[src/rtl/retire_trace_unit_pkg.sv]
`default_nettype none
// ============================================================================
// Module      : Pipe_Buf_Reg_PKG
// Description : MEM/WB pipeline buffer layout, retirement trace record and
//               write-back source select encodings.
// Revision    : 1.0 - initial release
// ============================================================================
package Pipe_Buf_Reg_PKG;

    // MEM/WB buffer contents as seen by the write-back stage
    typedef struct packed {
        logic [31:0] Curr_Instr;
        logic [31:0] Pc_Four;
        logic [31:0] Pc_Imm;
        logic [31:0] Imm_Out;
        logic [31:0] Alu_Result;
        logic [31:0] MemReadData;
        logic [4:0]  rd;
        logic [1:0]  RWSel;
        logic        MemtoReg;
        logic        RegWrite;
    } mem_wb_reg;

    // One retired instruction as handed to the trace sink
    typedef struct packed {
        logic [31:0] pc;
        logic [31:0] instr;
        logic [4:0]  rd;
        logic        we;
        logic [31:0] wdata;
        logic [15:0] seq;
    } retire_rec;

    // Write-back source select
    localparam logic [1:0] RWSEL_ALU   = 2'b00;
    localparam logic [1:0] RWSEL_PC4   = 2'b01;
    localparam logic [1:0] RWSEL_IMM   = 2'b10;
    localparam logic [1:0] RWSEL_PCIMM = 2'b11;

endpackage
`default_nettype wire

[src/rtl/retire_trace_unit_if.sv]
`default_nettype none
// ============================================================================
// Module      : retire_trace_unit_if
// Description : valid/ready trace record port between the retire trace unit
//               (master) and a debug/trace sink (slave).
// Revision    : 1.0 - initial release
// ============================================================================
interface retire_trace_unit_if;
    import Pipe_Buf_Reg_PKG::*;

    logic      tr_valid;
    logic      tr_ready;
    retire_rec tr_rec;

    modport master (output tr_valid, output tr_rec, input  tr_ready);
    modport slave  (input  tr_valid, input  tr_rec, output tr_ready);

endinterface
`default_nettype wire

[src/rtl/retire_trace_unit_trace_fifo.sv]
`default_nettype none
// ============================================================================
// Module      : trace_fifo
// Description : Synchronous FIFO with extended (wrap-bit) pointers and a
//               registered head entry that is stable until popped.
// Revision    : 1.0 - initial release
// ============================================================================
module trace_fifo
    import Pipe_Buf_Reg_PKG::*;
#(
    parameter int  DEPTH = 8,
    parameter type T     = retire_rec
) (
    input  wire logic                   clk,
    input  wire logic                   reset,
    input  wire logic                   push_i,
    input  wire T                       din_i,
    input  wire logic                   pop_i,
    output logic                        full_o,
    output logic                        empty_o,
    output logic [$clog2(DEPTH):0]      level_o,
    output T                            head_o
);

    localparam int              C_AW      = $clog2(DEPTH);
    localparam logic [C_AW:0]   C_PTR_ONE = 1;

    logic [C_AW:0] wr_ptr_q, wr_ptr_d;
    logic [C_AW:0] rd_ptr_q, rd_ptr_d;
    T              head_q,   head_d;
    T              mem_q [DEPTH];

    logic w_full, w_empty, w_do_push, w_do_pop;

    assign w_full    = (wr_ptr_q[C_AW] != rd_ptr_q[C_AW]) &&
                       (wr_ptr_q[C_AW-1:0] == rd_ptr_q[C_AW-1:0]);
    assign w_empty   = (wr_ptr_q == rd_ptr_q);
    assign w_do_pop  = pop_i && !w_empty;
    // A pop in the same cycle frees the slot, so a full FIFO still accepts
    assign w_do_push = push_i && (!w_full || w_do_pop);

    // Pointer advance and next head selection (bypass when the new head is
    // the entry being written this cycle)
    always_comb begin
        wr_ptr_d = wr_ptr_q;
        rd_ptr_d = rd_ptr_q;
        head_d   = head_q;
        if (w_do_push) begin
            wr_ptr_d = wr_ptr_q + C_PTR_ONE;
        end
        if (w_do_pop) begin
            rd_ptr_d = rd_ptr_q + C_PTR_ONE;
            if (rd_ptr_d == wr_ptr_q) begin
                head_d = din_i;
            end else begin
                head_d = mem_q[rd_ptr_d[C_AW-1:0]];
            end
        end else if (w_empty && w_do_push) begin
            head_d = din_i;
        end
    end

    // Pointer and head registers
    always_ff @(posedge clk) begin
        if (!reset) begin
            wr_ptr_q <= '0;
            rd_ptr_q <= '0;
            head_q   <= '0;
        end else begin
            wr_ptr_q <= wr_ptr_d;
            rd_ptr_q <= rd_ptr_d;
            head_q   <= head_d;
        end
    end

    // Storage array; contents behind the pointers need no reset
    always_ff @(posedge clk) begin
        if (w_do_push) begin
            mem_q[wr_ptr_q[C_AW-1:0]] <= din_i;
        end
    end

    assign full_o  = w_full;
    assign empty_o = w_empty;
    assign level_o = wr_ptr_q - rd_ptr_q;
    assign head_o  = head_q;

endmodule
`default_nettype wire

[src/rtl/retire_trace_unit.sv]
`default_nettype none
// ============================================================================
// Module      : retire_trace_unit
// Description : Detects instruction retirement from the MEM/WB buffer,
//               rebuilds the architectural write-back, and queues a trace
//               record per retirement with retire/drop accounting.
// Revision    : 1.0 - initial release
// ============================================================================
module retire_trace_unit
    import Pipe_Buf_Reg_PKG::*;
#(
    parameter int DEPTH  = 8,
    parameter int CNT_W  = 32,
    parameter int DROP_W = 16
) (
    input  wire logic                    clk,
    input  wire logic                    reset,
    input  wire mem_wb_reg               mem_wb,
    input  wire logic                    wb_stall,
    input  wire logic                    clr,
    retire_trace_unit_if.master          tr,
    output logic [CNT_W-1:0]             retire_cnt,
    output logic [DROP_W-1:0]            drop_cnt,
    output logic                         overflow,
    output logic [$clog2(DEPTH):0]       fifo_level
);

    logic [CNT_W-1:0]  retire_cnt_q, retire_cnt_d;
    logic [DROP_W-1:0] drop_cnt_q,   drop_cnt_d;
    logic              overflow_q,   overflow_d;

    logic        w_retire, w_we, w_full, w_empty, w_pop, w_drop;
    logic [31:0] w_wb_val, w_wdata;
    retire_rec   w_rec, w_head;

    // A zero instruction word is a bubble; a held buffer is never re-sampled
    assign w_retire = !wb_stall && (mem_wb.Curr_Instr != 32'h0);
    assign w_pop    = !w_empty && tr.tr_ready;
    assign w_drop   = w_retire && w_full && !w_pop;

    // Write-back reconstruction and trace record assembly
    always_comb begin
        w_wb_val = '0;
        case (mem_wb.RWSel)
            RWSEL_ALU: w_wb_val = mem_wb.MemtoReg ? mem_wb.MemReadData : mem_wb.Alu_Result;
            RWSEL_PC4: w_wb_val = mem_wb.Pc_Four;
            RWSEL_IMM: w_wb_val = mem_wb.Imm_Out;
            default:   w_wb_val = mem_wb.Pc_Imm;
        endcase
        w_we      = mem_wb.RegWrite && (mem_wb.rd != 5'd0);
        w_wdata   = w_we ? w_wb_val : 32'h0;
        w_rec       = '0;
        w_rec.pc    = mem_wb.Pc_Four - 32'd4;
        w_rec.instr = mem_wb.Curr_Instr;
        w_rec.rd    = mem_wb.rd;
        w_rec.we    = w_we;
        w_rec.wdata = w_wdata;
        w_rec.seq   = retire_cnt_q[15:0];
    end

    // Retire counter wraps; drop counter saturates; clear beats a drop
    always_comb begin
        retire_cnt_d = retire_cnt_q;
        drop_cnt_d   = drop_cnt_q;
        overflow_d   = overflow_q;
        if (w_retire) begin
            retire_cnt_d = retire_cnt_q + CNT_W'(1);
        end
        if (clr) begin
            drop_cnt_d = '0;
            overflow_d = 1'b0;
        end else if (w_drop) begin
            if (drop_cnt_q != '1) begin
                drop_cnt_d = drop_cnt_q + DROP_W'(1);
            end
            overflow_d = 1'b1;
        end
    end

    // Counter and sticky flag registers
    always_ff @(posedge clk) begin
        if (!reset) begin
            retire_cnt_q <= '0;
            drop_cnt_q   <= '0;
            overflow_q   <= 1'b0;
        end else begin
            retire_cnt_q <= retire_cnt_d;
            drop_cnt_q   <= drop_cnt_d;
            overflow_q   <= overflow_d;
        end
    end

    trace_fifo #(
        .DEPTH (DEPTH),
        .T     (retire_rec)
    ) u_fifo (
        .clk     (clk),
        .reset   (reset),
        .push_i  (w_retire),
        .din_i   (w_rec),
        .pop_i   (w_pop),
        .full_o  (w_full),
        .empty_o (w_empty),
        .level_o (fifo_level),
        .head_o  (w_head)
    );

    assign tr.tr_valid = !w_empty;
    assign tr.tr_rec   = w_head;
    assign retire_cnt  = retire_cnt_q;
    assign drop_cnt    = drop_cnt_q;
    assign overflow    = overflow_q;

endmodule
`default_nettype wire
[src/flat_wrapper.sv]
// flat-port wrapper written by rule: the top's interface ports become plain ports
module retire_trace_unit_flat import Pipe_Buf_Reg_PKG::*;
#(
    parameter int DEPTH  = 8,
    parameter int CNT_W  = 32,
    parameter int DROP_W = 16
)
  (clk, reset, mem_wb, wb_stall, clr, retire_cnt, drop_cnt, overflow, fifo_level, tr_tr_valid, tr_tr_rec, tr_tr_ready);
  retire_trace_unit_if tr_i ();
  input  wire logic clk;
  input  wire logic reset;
  input  wire mem_wb_reg mem_wb;
  input  wire logic wb_stall;
  input  wire logic clr;
  output logic [CNT_W-1:0] retire_cnt;
  output logic [DROP_W-1:0] drop_cnt;
  output logic overflow;
  output logic [$clog2(DEPTH):0] fifo_level;
  output wire logic [$bits(tr_i.tr_valid)-1:0] tr_tr_valid;
  output wire logic [$bits(tr_i.tr_rec)-1:0] tr_tr_rec;
  input wire logic [$bits(tr_i.tr_ready)-1:0] tr_tr_ready;
  assign tr_tr_valid = tr_i.tr_valid;
  assign tr_tr_rec = tr_i.tr_rec;
  assign tr_i.tr_ready = tr_tr_ready;
  retire_trace_unit #(.DEPTH(DEPTH), .CNT_W(CNT_W), .DROP_W(DROP_W)) u_core (.clk(clk), .reset(reset), .mem_wb(mem_wb), .wb_stall(wb_stall), .clr(clr), .tr(tr_i), .retire_cnt(retire_cnt), .drop_cnt(drop_cnt), .overflow(overflow), .fifo_level(fifo_level));
endmodule
[config.mk]
export PLATFORM = sky130hd
export DESIGN_NAME = retire_trace_unit_flat
export DESIGN_NICKNAME = d
export VERILOG_FILES = /design/src/rtl/retire_trace_unit_pkg.sv /design/src/rtl/retire_trace_unit_if.sv /design/src/rtl/retire_trace_unit_trace_fifo.sv /design/src/rtl/retire_trace_unit.sv /design/src/flat_wrapper.sv
export SDC_FILE = /design/constraint.sdc
export NUM_CORES = 1
export LEC_CHECK = 0
export CAP_MARGIN = 20
export CORE_MARGIN = 2
export CORE_UTILIZATION = 60
export CTS_CLUSTER_DIAMETER = 80
export DETAILED_ROUTE_END_ITERATION = 6
export GPL_TIMING_DRIVEN = 0
export HOLD_SLACK_MARGIN = 0.03
export PLACE_DENSITY = 0.82
export SLEW_MARGIN = 10
export SYNTH_ARGS = -nofsm -noshare
export SYNTH_HDL_FRONTEND = slang
export SYNTH_SLANG_ARGS = --single-unit
[constraint.sdc]
create_clock -name clk -period 28.4 [get_ports clk]
set_clock_uncertainty 0.2 [all_clocks]
set_input_delay 5.68 -clock clk [delete_from_list [all_inputs] [get_ports clk]]
set_output_delay 5.68 -clock clk [all_outputs]
set_load 0.01 [all_outputs]
---- Word level (Yosys, flattened, before mapping) ----
Memories as Yosys holds them, arrays and structs flattened.
Cells that the tools add are included.
operators by class
  equality and inequality tests ........... 7
  $add $sub $neg .......................... 6
  multiplexer cells ....................... 8
  bitwise gates (word level) .............. 1
  reductions and logical operators ........ 20
operators by type and width
  kind                     count
  $mux W118                3
  $pmux W32 S3             1
  $mux W32                 2
  $add A32 B1 Y32 const B  1
  $reduce_bool A32 Y1      1
  $sub A32 B3 Y32 const B  1
  $add A16 B1 Y16 const B  1
  $ne A16 B16 Y1 const B   1
  $logic_and A1 B1 Y1      9
  $add A4 B1 Y4 const B    2
  $eq A4 B4 Y1             2
  $reduce_bool A5 Y1       1
  $logic_not A1 Y1         4
  $sub A4 B4 Y4            1
  $eq A3 B3 Y1             1
  $eq A2 B1 Y1 const B     1
  $eq A2 B2 Y1 const B     1
  $logic_not A2 Y1         1
  $mux W1                  2
  $reduce_and A2 Y1        1
  $reduce_bool A2 Y1       1
  $reduce_or A2 Y1         1
  $logic_or A1 B1 Y1       1
  $ne A1 B1 Y1             1
  $not A1 Y1               1
storage, ports and cells
  input bits .............................. 206
  memories ................................ 1
  bits in registers ....................... 175
  word-level logic and storage cells ...... 54
  output and inout bits ................... 172
  bits in writable memories ............... 944
memories
  name                 words  width  read ports  clocked after Yosys merged registers in  wr ports  RTL line                            RTL
  u_core.u_fifo.mem_q  8      118    1           0                                        1         retire_trace_unit_trace_fifo.sv:31  T mem_q [DEPTH];

---- Logic depth before layout (Yosys ltp) ----
  depth after elaboration ................. 9
  gate-level depth with buffers ........... 11
  gate-level depth less buffers ........... 8

---- Hierarchy ----
Synthesis repeated with hierarchy kept, for this count alone.
unflattened totals
  cells, all modules ...................... 2598
  area, all modules ....................... 46017.9 µm²
by module, submodules not included
  module             area each (µm²)  cells each  times used
  trace_fifo         41392.2          2019        1
  retire_trace_unit  4625.7           579         1

---- Worst setup path after synthesis ----
OpenSTA, ideal clock, no wires.
  kind .................................... input port to flip-flop
  start point ............................. input mem_wb[171] (netlist name)
  end point ............................... memory u_core.u_fifo.mem_q[0][0] (netlist name), enable pin
  path buffers ............................ 2
  library setup time ...................... 885 ps
  path slack .............................. 9764 ps
  cell stages on the path ................. 7
  arrival time ............................ 17552 ps
  path through ............................ nor4_1 nand4_1 o21bai_1 buf_2 buf_1 nand2b_1 nor4_1
on the way
  longest elaborated chain between the ends .. 5
ends and longest elaborated chain
  item                           RTL line                            RTL
  start, declared                flat_wrapper.sv:12                  input wire mem_wb_reg mem_wb;
  $reduce_bool A32 Y1            retire_trace_unit.sv:37             assign w_retire = !wb_stall && (mem_wb.Curr_Instr != 32'h0);
  $logic_and A1 B1 Y1            retire_trace_unit.sv:37
  $logic_and A1 B1 Y1            retire_trace_unit_trace_fifo.sv:40  assign w_do_push = push_i && (!w_full || w_do_pop);
  $mux W1                        retire_trace_unit_trace_fifo.sv:78  if (w_do_push) begin
  $mux W1 (not written as such)  retire_trace_unit_trace_fifo.sv:79  mem_q[wr_ptr_q[C_AW-1:0]] <= din_i;
  end, declared                  retire_trace_unit_trace_fifo.sv:31
Every way passes these cells.

---- Worst setup path in the final report ----
  start point ............................. input mem_wb[176] (netlist name)
  end point ............................... memory u_core.u_fifo.mem_q[0][75] (netlist name), enable pin
The elaborated chain is that of the path after synthesis.

==> flow_metrics.py <==
metrics = {
    "outcome": {
        "status": "complete, no violations",
    },
    "sta": {
        "hold_viol_final": 0,
        "maxSlewViolCount": 0,
        "max_freq_mhz": 100,
        "tightest_slew_ps": 1100,
        "hold_slack_ps": 253,
        "fin_crit_ps": 9980,
        "setup-tns-final_ps": 0,
        "final-setup-viol-count": 0,
        "worst_slack_ps": 18420,
        "max_slew_margin_pct": 26.5,
        "fin_crit_sh_pct": 35.2,
        "rsz0062_at_grt": "no",
    },
    "detailed_routing": {
        "ant_nets": 0,
        "drt-pass1-iter-count": 5,
        "drc": 0,
        "vias": 29100,
        "wl_mm": 127,
        "post_drt_wl_per_cell_um": 28.8,
        "drtIter0Drc": 3842,
        "viasPerCell": 6.58,
    },
    "finish": {
        "drive_above_1_share_pct": 18.5,
        "synthToLayoutAreaGrowth_pct": 21.6,
        "final_net_count": 3568,
        "fillers": 4162,
    },
    "floorplanning": {
        "design.core.area_mm2": 0.0747,
        "die_h_um": 279,
        "row_count": 100,
        "dieArea_mm2": 0.0779,
        "start_util_pct": 60.8,
        "ioPinCount": 378,
        "dieWidth_um": 279,
    },
    "place": {
        "dpl_worst_slack_ps": 17930,
        "finalWeightedCongestion": 0.998,
        "portBuffers": 372,
        "hpwlAfterDp_mm": 86.7,
    },
    "clock_tree": {
        "cts_max_level": 3,
        "clk_pin_slew_ps": 60,
        "cts_tree": "built",
        "cts.repair.resized": 0,
        "cts_buffer_depth": 3,
        "cts_buffers": 104,
        "insertion_delay_ps": 670,
        "root_buffer": "clkbuf_16",
        "cts.hold.buffers_added": 0,
        "post_cts_buffers": 0,
        "cts_sinks": 1119,
    },
    "worst_setup_path": {
        "required_ps": 28610,
        "critPathLaunch": "mem_wb[176]",
        "rr_endpoint": "u_core.u_fifo.mem_q[0][75]$_DFFE_PP_",
        "critPathSlowestCell": "clkdlybuf4s50_1",
        "cp.arrival_ps": 10190,
        "ff2ff_path_depth": 14,
        "r2r_start": "u_core.u_fifo.rd_ptr_q[2]$_SDFFE_PN0N_",
        "cp_top_family": "buffers and inverters",
        "cp-end-kind": "flop",
        "crit_fanout": 10,
        "cp_num_buf_inv": 9,
        "path_cells": "clkdlybuf4s50_1 -> nor4_1 -> nand4_1 -> o21bai_1 -> buf_2 -> buf_1 -> nand2b_1 -> nor4_2 -> buf_2 -> buf_4 -> buf_4 -> buf_4 -> buf_4 -> buf_4",
        "worst-setup-path-type": "input pin to flop",
        "reg2reg_slack_ps": 24010,
        "cp-start-kind": "input pin",
        "crit_path_frequent_cell": "buf_4",
        "slowest_delay_ps": 630,
    },
    "synth": {
        "yosys-top-cells-area": "edfxtp_1, mux4_2, dfxtp_1",
        "syn-instance-count": 2758,
        "synth-main-ff-cell": "edfxtp_1",
        "synthTopCellsByCount": "edfxtp_1, nand2_1, mux4_2",
        "ys_seq_elements": 1119,
        "yosysMostFrequentCell": "edfxtp_1",
        "yosys.area.top_type_share_pct": 62.4,
        "synth_top_cell_by_area": "edfxtp_1",
        "synth_area_mm2": 0.0454,
        "syn_area_per_cell_um2": 16.5,
        "ys_seq_area_share_pct": 70.2,
        "synth_warnings": 0,
        "async_flop_share_pct": 0,
        "mappedNetlistNets": 2973,
        "synth_edf_count": 944,
        "synth_cell_types": 61,
    },
    "global_routing": {
        "grt_pass1_vias": 29500,
        "grt_usage_pct": 32.8,
        "grt_max_degree": 24,
        "grt_pass1_wl_mm": 187,
        "overflow": 0,
        "antenna_found_initial": 5,
    },
    "power_and_ir_drop": {
        "intPower_mw": 3.10,
        "p_sw_share_pct": 26.9,
        "ir_worst_vdd_uv": 60.3,
        "seqPwrFrac_pct": 44.9,
        "power_density_mw_per_mm2": 76.7,
        "p_comb_share_pct": 20.2,
        "clkPwrFrac_pct": 34.9,
        "p_leak_nw": 18.4,
        "p_sw_mw": 1.14,
        "total_power_mw": 4.24,
    },
    "worst_hold_path": {
        "min_path_type": "flop to flop",
        "hold-path-endpoint": "u_core.u_fifo.head_o[77]$_SDFFE_PN0P_",
        "worstHoldStart": "u_core.u_fifo.head_o[77]$_SDFFE_PN0P_",
        "hold_depth": 2,
    },
    "flow_run": {
        "max_cap_viol_count": 0,
    },
}
-- tightest hold or removal path: stages, from the launching register on --
cell and delay [ps]:
dfxtp_1 310, nand2_1 50, a21boi_1 50
-- layout by cell type, fill, tap and decap left out, drive strengths merged, types with 42 or more instances in the layout --
cell type      instances
a21boi                65
buf                  222
clkbuf               241
clkdlybuf4s50        372
dfxtp                175
edfxtp               944
mux2i                 67
mux4                 236
nand2                288
nand3                157
nor2                  62
o211ai                70
o21ai                 57
xnor2                 42
-- power by group through the flow --
stage | registers (mW) | logic (mW) | clock network, mW
after CTS | 1.90 | 0.850 | 1.48
after detailed placement | 1.93 | 0.835 | 0
after global routing | 1.91 | 0.903 | 1.54
after floorplan | 1.95 | 0.480 | 0
after global placement | 1.95 | 0.801 | 0
final | 1.90 | 0.855 | 1.48
-- stage by stage --
| step | cell area, um^2 | std cells | utilization, % |
|---|---|---|---|
| 6_report | 55200 | 4416 | 73.9 |
| 5_1_grt | 55200 | 4416 | 73.9 |
| 4_1_cts | 55200 | 4414 | 73.9 |
| 3_5_place_dp | 51600 | 4216 | 69.0 |
| 3_3_place_gp | 50300 | 4099 | 67.4 |
| 2_1_floorplan | 45400 | 2758 | - |
-- state kept, by name, indices dropped and copies added, names as in the netlist --
register and flops:
u_core.u_fifo.mem_q 944, u_core.u_fifo.head_o 118, u_core.retire_cnt 32, u_core.drop_cnt 16, u_core.u_fifo.rd_ptr_q 4, u_core.u_fifo.wr_ptr_q 4, u_core.overflow 1
-- worst max-delay path by stage --
stage	endpoint	slack, ps	depth (start not counted)
after floorplan	u_core.u_fifo.mem_q[0][0]$_DFFE_PP_	9760	7
after global placement	u_core.u_fifo.mem_q[0][111]$_DFFE_PP_	-2210	8
after detailed placement	u_core.u_fifo.mem_q[0][75]$_DFFE_PP_	17930	14
after CTS	u_core.u_fifo.mem_q[0][75]$_DFFE_PP_	18540	14
after global routing	u_core.u_fifo.mem_q[0][78]$_DFFE_PP_	18400	14
final	u_core.u_fifo.mem_q[0][75]$_DFFE_PP_	18420	14
-- layer usage --
metal,up-vias,share of wire [%],GRT usage [%]
met5,-,0.025,0
met4,6,5.5,17.3
met3,391,10,6.69
met2,2067,50,55.2
met1,14600,34,40.6
li1,12000,-,-
-- kinds of logic after synthesis --
family	synth area share, %
xor+xnor	1.58
mux	13.2
simple gates	7.37
fa+ha+maj	0.265
flops	70.2
buf+inv	2.23
compound gates	5.20
-- area by class of cell --
type                       instances  area [um^2]  area share (%)
clock buffer                     143         3020            5.46
antenna                            2         5.00         0.00906
sequential                      1119        31900            57.7
multi-input combinational       1411        12600            22.8
inverter                          25         93.8           0.170
clock inverter                    55          638            1.16
buffer                           203          917            1.66
tap                              969         1210            2.20
timing repair buffer             489         4900            8.87
Power figures use the tool's default switching activity.
